**config.mk**
```make
export PLATFORM = sky130hd
export DESIGN_NAME = fetch_prefetch_queue
export DESIGN_NICKNAME = d
export VERILOG_FILES = /design/src/rtl/fetch_prefetch_queue.sv
export SDC_FILE = /design/constraint.sdc
export NUM_CORES = 1
export LEC_CHECK = 0
export ABC_AREA = 0
export CORE_MARGIN = 1.5
export CORE_UTILIZATION = 51
export DETAILED_ROUTE_END_ITERATION = 7
export HOLD_SLACK_MARGIN = 0.06
export MAX_ROUTING_LAYER = met4
export PLACE_DENSITY_LB_ADDON = 0.15
export SYNTH_ARGS = -nofsm -noshare
export SYNTH_HDL_FRONTEND = slang
export SYNTH_SLANG_ARGS = --single-unit
```
**constraint.sdc**
```tcl
create_clock -name clk -period 4.4 [get_ports clk]
set_input_delay 0.88 -clock clk [delete_from_list [all_inputs] [get_ports clk]]
set_output_delay 0.88 -clock clk [all_outputs]
set_load 0.01 [all_outputs]
```
**src/rtl/fetch_prefetch_queue.sv**
```systemverilog
// ---------------------------------------------------------------------------
// fetch_prefetch_queue
//
// Instruction fetch unit. Holds the PC and issues one word read at a time to
// instruction memory over a req/ack handshake. Returned words go into a
// DEPTH-entry prefetch FIFO that feeds decode over valid/ready. A taken
// branch flushes the FIFO and redirects the PC. If a read is still in flight
// when the branch arrives, its response is discarded.
//
// Ports
//   clk, rst                 clock; synchronous active-high reset
//   imem_req / imem_addr     read request and its address (held until ack)
//   imem_ack / imem_data     read response
//   br_valid/br_pc/br_imm    taken branch: target = br_pc + 4 + sext(imm)<<2
//   inst_valid/inst/inst_pc  FIFO head presented to decode
//   inst_ready               decode accepts the head
//   stat_fetch / stat_flush  fetch and flush counters; present only when
//                            FETCH_STATS_EN is defined
//
// Optional feature macro: FETCH_STATS_EN
// ---------------------------------------------------------------------------
module fetch_prefetch_queue #(
    parameter int          ADDR_W   = 32,
    parameter int          DATA_W   = 32,
    parameter int          DEPTH    = 4,
    parameter int          IMM_W    = 16,
    parameter logic [31:0] RESET_PC = 32'h0040_0020
) (
    input  logic              clk,
    input  logic              rst,
    output logic              imem_req,
    output logic [ADDR_W-1:0] imem_addr,
    input  logic              imem_ack,
    input  logic [DATA_W-1:0] imem_data,
    input  logic              br_valid,
    input  logic [ADDR_W-1:0] br_pc,
    input  logic [IMM_W-1:0]  br_imm,
    output logic              inst_valid,
    output logic [DATA_W-1:0] inst,
    output logic [ADDR_W-1:0] inst_pc,
    input  logic              inst_ready
`ifdef FETCH_STATS_EN
    ,
    output logic [31:0]       stat_fetch,
    output logic [31:0]       stat_flush
`endif
);

    localparam int PTR_W = $clog2(DEPTH);
    localparam int CNT_W = PTR_W + 1;

    typedef enum logic [1:0] {
        ST_IDLE,   // no request outstanding
        ST_REQ,    // request outstanding; its response will be pushed
        ST_DRAIN   // request outstanding; its response will be dropped
    } state_t;

    state_t             state_q, state_d;
    logic [ADDR_W-1:0]  pc_q, pc_d;        // next address to fetch
    logic [ADDR_W-1:0]  addr_q, addr_d;    // address of the outstanding request
    logic [PTR_W-1:0]   rd_ptr_q, rd_ptr_d;
    logic [PTR_W-1:0]   wr_ptr_q, wr_ptr_d;
    logic [CNT_W-1:0]   count_q, count_d;

    logic [DATA_W-1:0]  data_mem [DEPTH];
    logic [ADDR_W-1:0]  pc_mem   [DEPTH];

    logic [ADDR_W-1:0]  imm_ext;
    logic [ADDR_W-1:0]  br_target;
    logic               ack_live;
    logic               push;
    logic               pop;

    // Outputs come straight from registers. The head is forced to zero while
    // the FIFO is empty, so the unreset storage never reaches decode.
    assign imem_req   = (state_q != ST_IDLE);
    assign imem_addr  = addr_q;
    assign inst_valid = (count_q != '0);
    assign inst       = inst_valid ? data_mem[rd_ptr_q] : '0;
    assign inst_pc    = inst_valid ? pc_mem[rd_ptr_q]   : '0;

    always_comb begin
        // NOTE: every always_comb target gets a default first, so no path can infer a latch.
        imm_ext   = {{(ADDR_W-IMM_W){br_imm[IMM_W-1]}}, br_imm};
        br_target = br_pc + ADDR_W'(4) + (imm_ext << 2);

        // An ack counts only while a request is actually outstanding.
        ack_live = imem_ack && (state_q != ST_IDLE);
        push     = ack_live && (state_q == ST_REQ) && !br_valid;
        // A flush wins over a same-cycle pop.
        pop      = inst_valid && inst_ready && !br_valid;

        rd_ptr_d = rd_ptr_q;
        wr_ptr_d = wr_ptr_q;
        count_d  = count_q + CNT_W'(push) - CNT_W'(pop);
        if (push) wr_ptr_d = wr_ptr_q + PTR_W'(1);
        if (pop)  rd_ptr_d = rd_ptr_q + PTR_W'(1);
        if (br_valid) begin
            rd_ptr_d = '0;
            wr_ptr_d = '0;
            count_d  = '0;
        end

        pc_d = pc_q;
        if (push)     pc_d = pc_q + ADDR_W'(4);
        if (br_valid) pc_d = br_target;

        // Only one request is ever in flight. A request is issued only when
        // the FIFO will have a free slot for its response.
        state_d = state_q;
        unique case (state_q)
            ST_IDLE: begin
                if (count_d < CNT_W'(DEPTH)) state_d = ST_REQ;
            end
            ST_REQ: begin
                if (ack_live)      state_d = (count_d < CNT_W'(DEPTH)) ? ST_REQ : ST_IDLE;
                else if (br_valid) state_d = ST_DRAIN;
            end
            ST_DRAIN: begin
                // The stale response is dropped. Then fetch resumes at the
                // newest target. The FIFO is empty after the flush.
                if (ack_live) state_d = (count_d < CNT_W'(DEPTH)) ? ST_REQ : ST_IDLE;
            end
            default: state_d = ST_IDLE;
        endcase

        // The request address follows pc whenever the next state is REQ.
        // While a request is still waiting for its ack, pc equals that
        // address, so the address stays held. In DRAIN, the old address is held.
        addr_d = addr_q;
        if (state_d == ST_REQ) addr_d = pc_d;
    end

    always_ff @(posedge clk) begin
        // NOTE: sequential state uses non-blocking assignments only.
        if (rst) begin
            state_q  <= ST_IDLE;
            pc_q     <= ADDR_W'(RESET_PC);
            addr_q   <= '0;
            rd_ptr_q <= '0;
            wr_ptr_q <= '0;
            count_q  <= '0;
        end else begin
            state_q  <= state_d;
            pc_q     <= pc_d;
            addr_q   <= addr_d;
            rd_ptr_q <= rd_ptr_d;
            wr_ptr_q <= wr_ptr_d;
            count_q  <= count_d;
        end
    end

    // NOTE: FIFO storage is not reset; count_q alone decides which slots are live.
    always_ff @(posedge clk) begin
        if (!rst && push) begin
            data_mem[wr_ptr_q] <= imem_data;
            pc_mem[wr_ptr_q]   <= addr_q;
        end
    end

`ifdef FETCH_STATS_EN
    always_ff @(posedge clk) begin
        if (rst) begin
            stat_fetch <= '0;
            stat_flush <= '0;
        end else begin
            if (push)     stat_fetch <= stat_fetch + 32'd1;
            if (br_valid) stat_flush <= stat_flush + 32'd1;
        end
    end
`endif

endmodule
```
==> results.json <==
{
  "outcome": "finished, final reports clean",
  "place_congestion": 0.876,
  "max_freq_mhz": 270,
  "clockBufferDepth": 3,
  "yosysSeqAreaShare": 0.603,
  "critPathRequiredTime_ns": 3.52,
  "synthAdderAreaFrac": 0.0552,
  "p_leak_nw": 6.48,
  "max_cap_violations": 0,
  "synthMuxAreaShare": 0.0994,
  "drc_errors": 0,
  "avgViaCountPerCell": 5.62,
  "post_cts_buffers": 0,
  "route.detailed.wl_per_inst_um": 18.9,
  "netlist_area_um2": 15200,
  "synth-simple-area-share": 0.110,
  "post_cts_resized": 0,
  "dp.cells": 1659,
  "drt_wl_total_mm": 32.5,
  "antenna_left": 0,
  "setup_viol": 0,
  "portBuffers": 182,
  "critPathCaptureType": "output port",
  "clk_latency_ns": 0.54,
  "critPathLaunchType": "register",
  "root_buffer": "clkbuf_16",
  "fin_cells": 1717,
  "pin_count": 183,
  "start_util": 0.515,
  "crit_path_end": "inst_pc[21]",
  "yosys_warnings": 0,
  "synth_edf_count": 256,
  "fin_skew_ns": 0.0146,
  "dr.pass1.iters": 5,
  "cts_inserted_buffers": 31,
  "hp-class": "register to register",
  "dp_hpwl_mm": 21.8,
  "nets": 1453,
  "track_usage": 0.217,
  "cts.reportedPaths.clkPinSlew_ns": 0.06,
  "max-vdd-ir-drop_mv": 0.234,
  "finalCritPeriodShare": 0.843,
  "yosysUniqueCellTypes": 74,
  "arrival_ns": 2.83,
  "die_h_um": 176,
  "drive_gt1_frac": 0.129,
  "synth_top_family_by_area": "simple AND/OR/NAND/NOR gates",
  "rsz0062_at_grt": "no",
  "grt.overflow.total": 0,
  "core_area_um2": 29600,
  "hold_viol_final": 0,
  "tightest_slew_ns": 0.934,
  "postCtsHoldBufs": 0,
  "mostFrequentLayoutCell": "edfxtp_1",
  "synthCells": 1111,
  "rrSetupSlack_ns": 0.92,
  "dieArea_um2": 30900,
  "htreeDepth": 1,
  "reg2reg_to": "imem_addr[21]",
  "power_density_nw_per_um2": 384,
  "worst-r2r-cell-count": 14,
  "ys_async_sr_fraction": 0,
  "grt_pass1_wl_mm": 50.9,
  "critPathKind": "register to output port",
  "cp_max_fo": 24,
  "rows": 63,
  "period_needed_ns": 3.71,
  "area_delta_synth_final_pct": 22.6,
  "synth-main-ff-cell": "edfxtp_1",
  "synthXorXnorAreaFrac": 0.0282,
  "r2r-start": "count_q[1]",
  "vias": 9656,
  "die_width_um": 176,
  "final_cell_mix": "edfxtp_1 (256), clkdlybuf4s50_1 (181), nor2_1 (82), dfxtp_1 (73), and2_1 (72)",
  "avgSynthCellArea_um2": 13.7,
  "grt_max_degree": 67,
  "syn_nets": 1262,
  "antenna_found_initial": 1,
  "synth_compound_area_frac": 0.0834,
  "drv_slew": 0,
  "cts_tree": "built",
  "tns_ns": 0,
  "drt_iter0_markers": 715,
  "synth_seq_cells": 331,
  "grt_pass1_vias": 9373,
  "slew_headroom": 0.377,
  "clkSinkCount": 331
}
-- flip-flops by register name, summed over array words and instances (netlist names), named ones only --
signal / count
data_mem: 128
pc_mem: 128
imem_addr: 32
pc_q: 32
count_q: 3
rd_ptr_q: 2
state_q: 2
wr_ptr_q: 2
-- layer usage --
metal | global-route usage | up-vias | wire (um)
li1 | - | 4624 | -
met1 | 0.289 | 4713 | 14600
met2 | 0.357 | 267 | 15700
met3 | 0.0249 | 52 | 1570
met4 | 0.0509 | 0 | 584
met5 | - | - | 0
-- how the worst min path moves through the flow --
stage	startpoint	to	slack, ns	cells past startpoint
after floorplan	pc_q[0]	pc_q[0]	0.46	2
after global placement	pc_q[1]	pc_q[1]	0.47	2
after detailed placement	pc_q[0]	pc_q[0]	0.48	2
after CTS	pc_q[0]	pc_q[0]	0.50	2
after global routing	pc_q[0]	pc_q[0]	0.54	2
final	pc_q[0]	pc_q[0]	0.49	2
-- power by group --
| group | internal (mW) | switching (mW) |
|---|---|---|
| registers | 3.48 | 0.116 |
| clock network | 1.58 | 1.07 |
| logic | 0.438 | 0.480 |
| total | 5.50 | 1.67 |
-- synthesized netlist by cell type (5+ instances only) --
cell type	n	area (um2)
inv_1	22	82.6
or3_1	6	37.5
and2_1	76	475
and3_1	10	62.6
ha_1	64	801
nand2b_1	8	50.1
nand3_1	27	135
buf_2	9	45.0
nor2_1	82	308
edfxtp_1	256	7690
xnor2_1	30	263
a21oi_1	66	330
xor2_1	19	166
o21ai_0	26	130
dfxtp_1	75	1500
mux2i_1	5	50.1
nand4_1	18	113
a211oi_1	14	105
nand2_1	59	221
o22ai_1	6	37.5
clkbuf_1	42	158
o211ai_1	6	45.0
mux4_2	64	1440
a21o_1	13	97.6
nor3_1	18	90.1
-- cell families after synthesis --
| kind of cell | Yosys count |
|---|---|
| compound gates | 189 |
| xor+xnor | 49 |
| fa+ha+maj | 66 |
| buf+inv | 77 |
| flops | 331 |
| mux | 71 |
| simple gates | 328 |
-- metrics by stage --
stage	hold WS (ns)	cell area, um2	util	total power [mW]	worst slack (ns)
final	0.491	18700	0.632	7.17	0.691
after global routing	0.536	18700	0.632	7.44	0.504
after CTS	0.498	18700	0.632	7.22	0.619
after detailed placement	0.483	17600	0.596	4.57	0.345
after global placement	0.473	17600	0.596	4.56	0.383
after floorplan	0.457	15200	-	4.17	0.216
-- critical path: stages (launching register included) --
cell,delay [ns]
dfxtp_4,0.66
buf_4,0.41
mux4_2,0.53
and2_1,0.17
clkdlybuf4s50_1,0.51
-- final cells by class --
type                       instances  area [um2]
antenna                            1        2.50
clock buffer                      49         980
clock inverter                     8        72.6
fill                            2223       10900
inverter                          22        82.6
multi-input combinational        703        5760
sequential                       331        9200
tap                              390         488
timing repair buffer             213        2100
No activity file was read; power rests on OpenSTA's default activity.
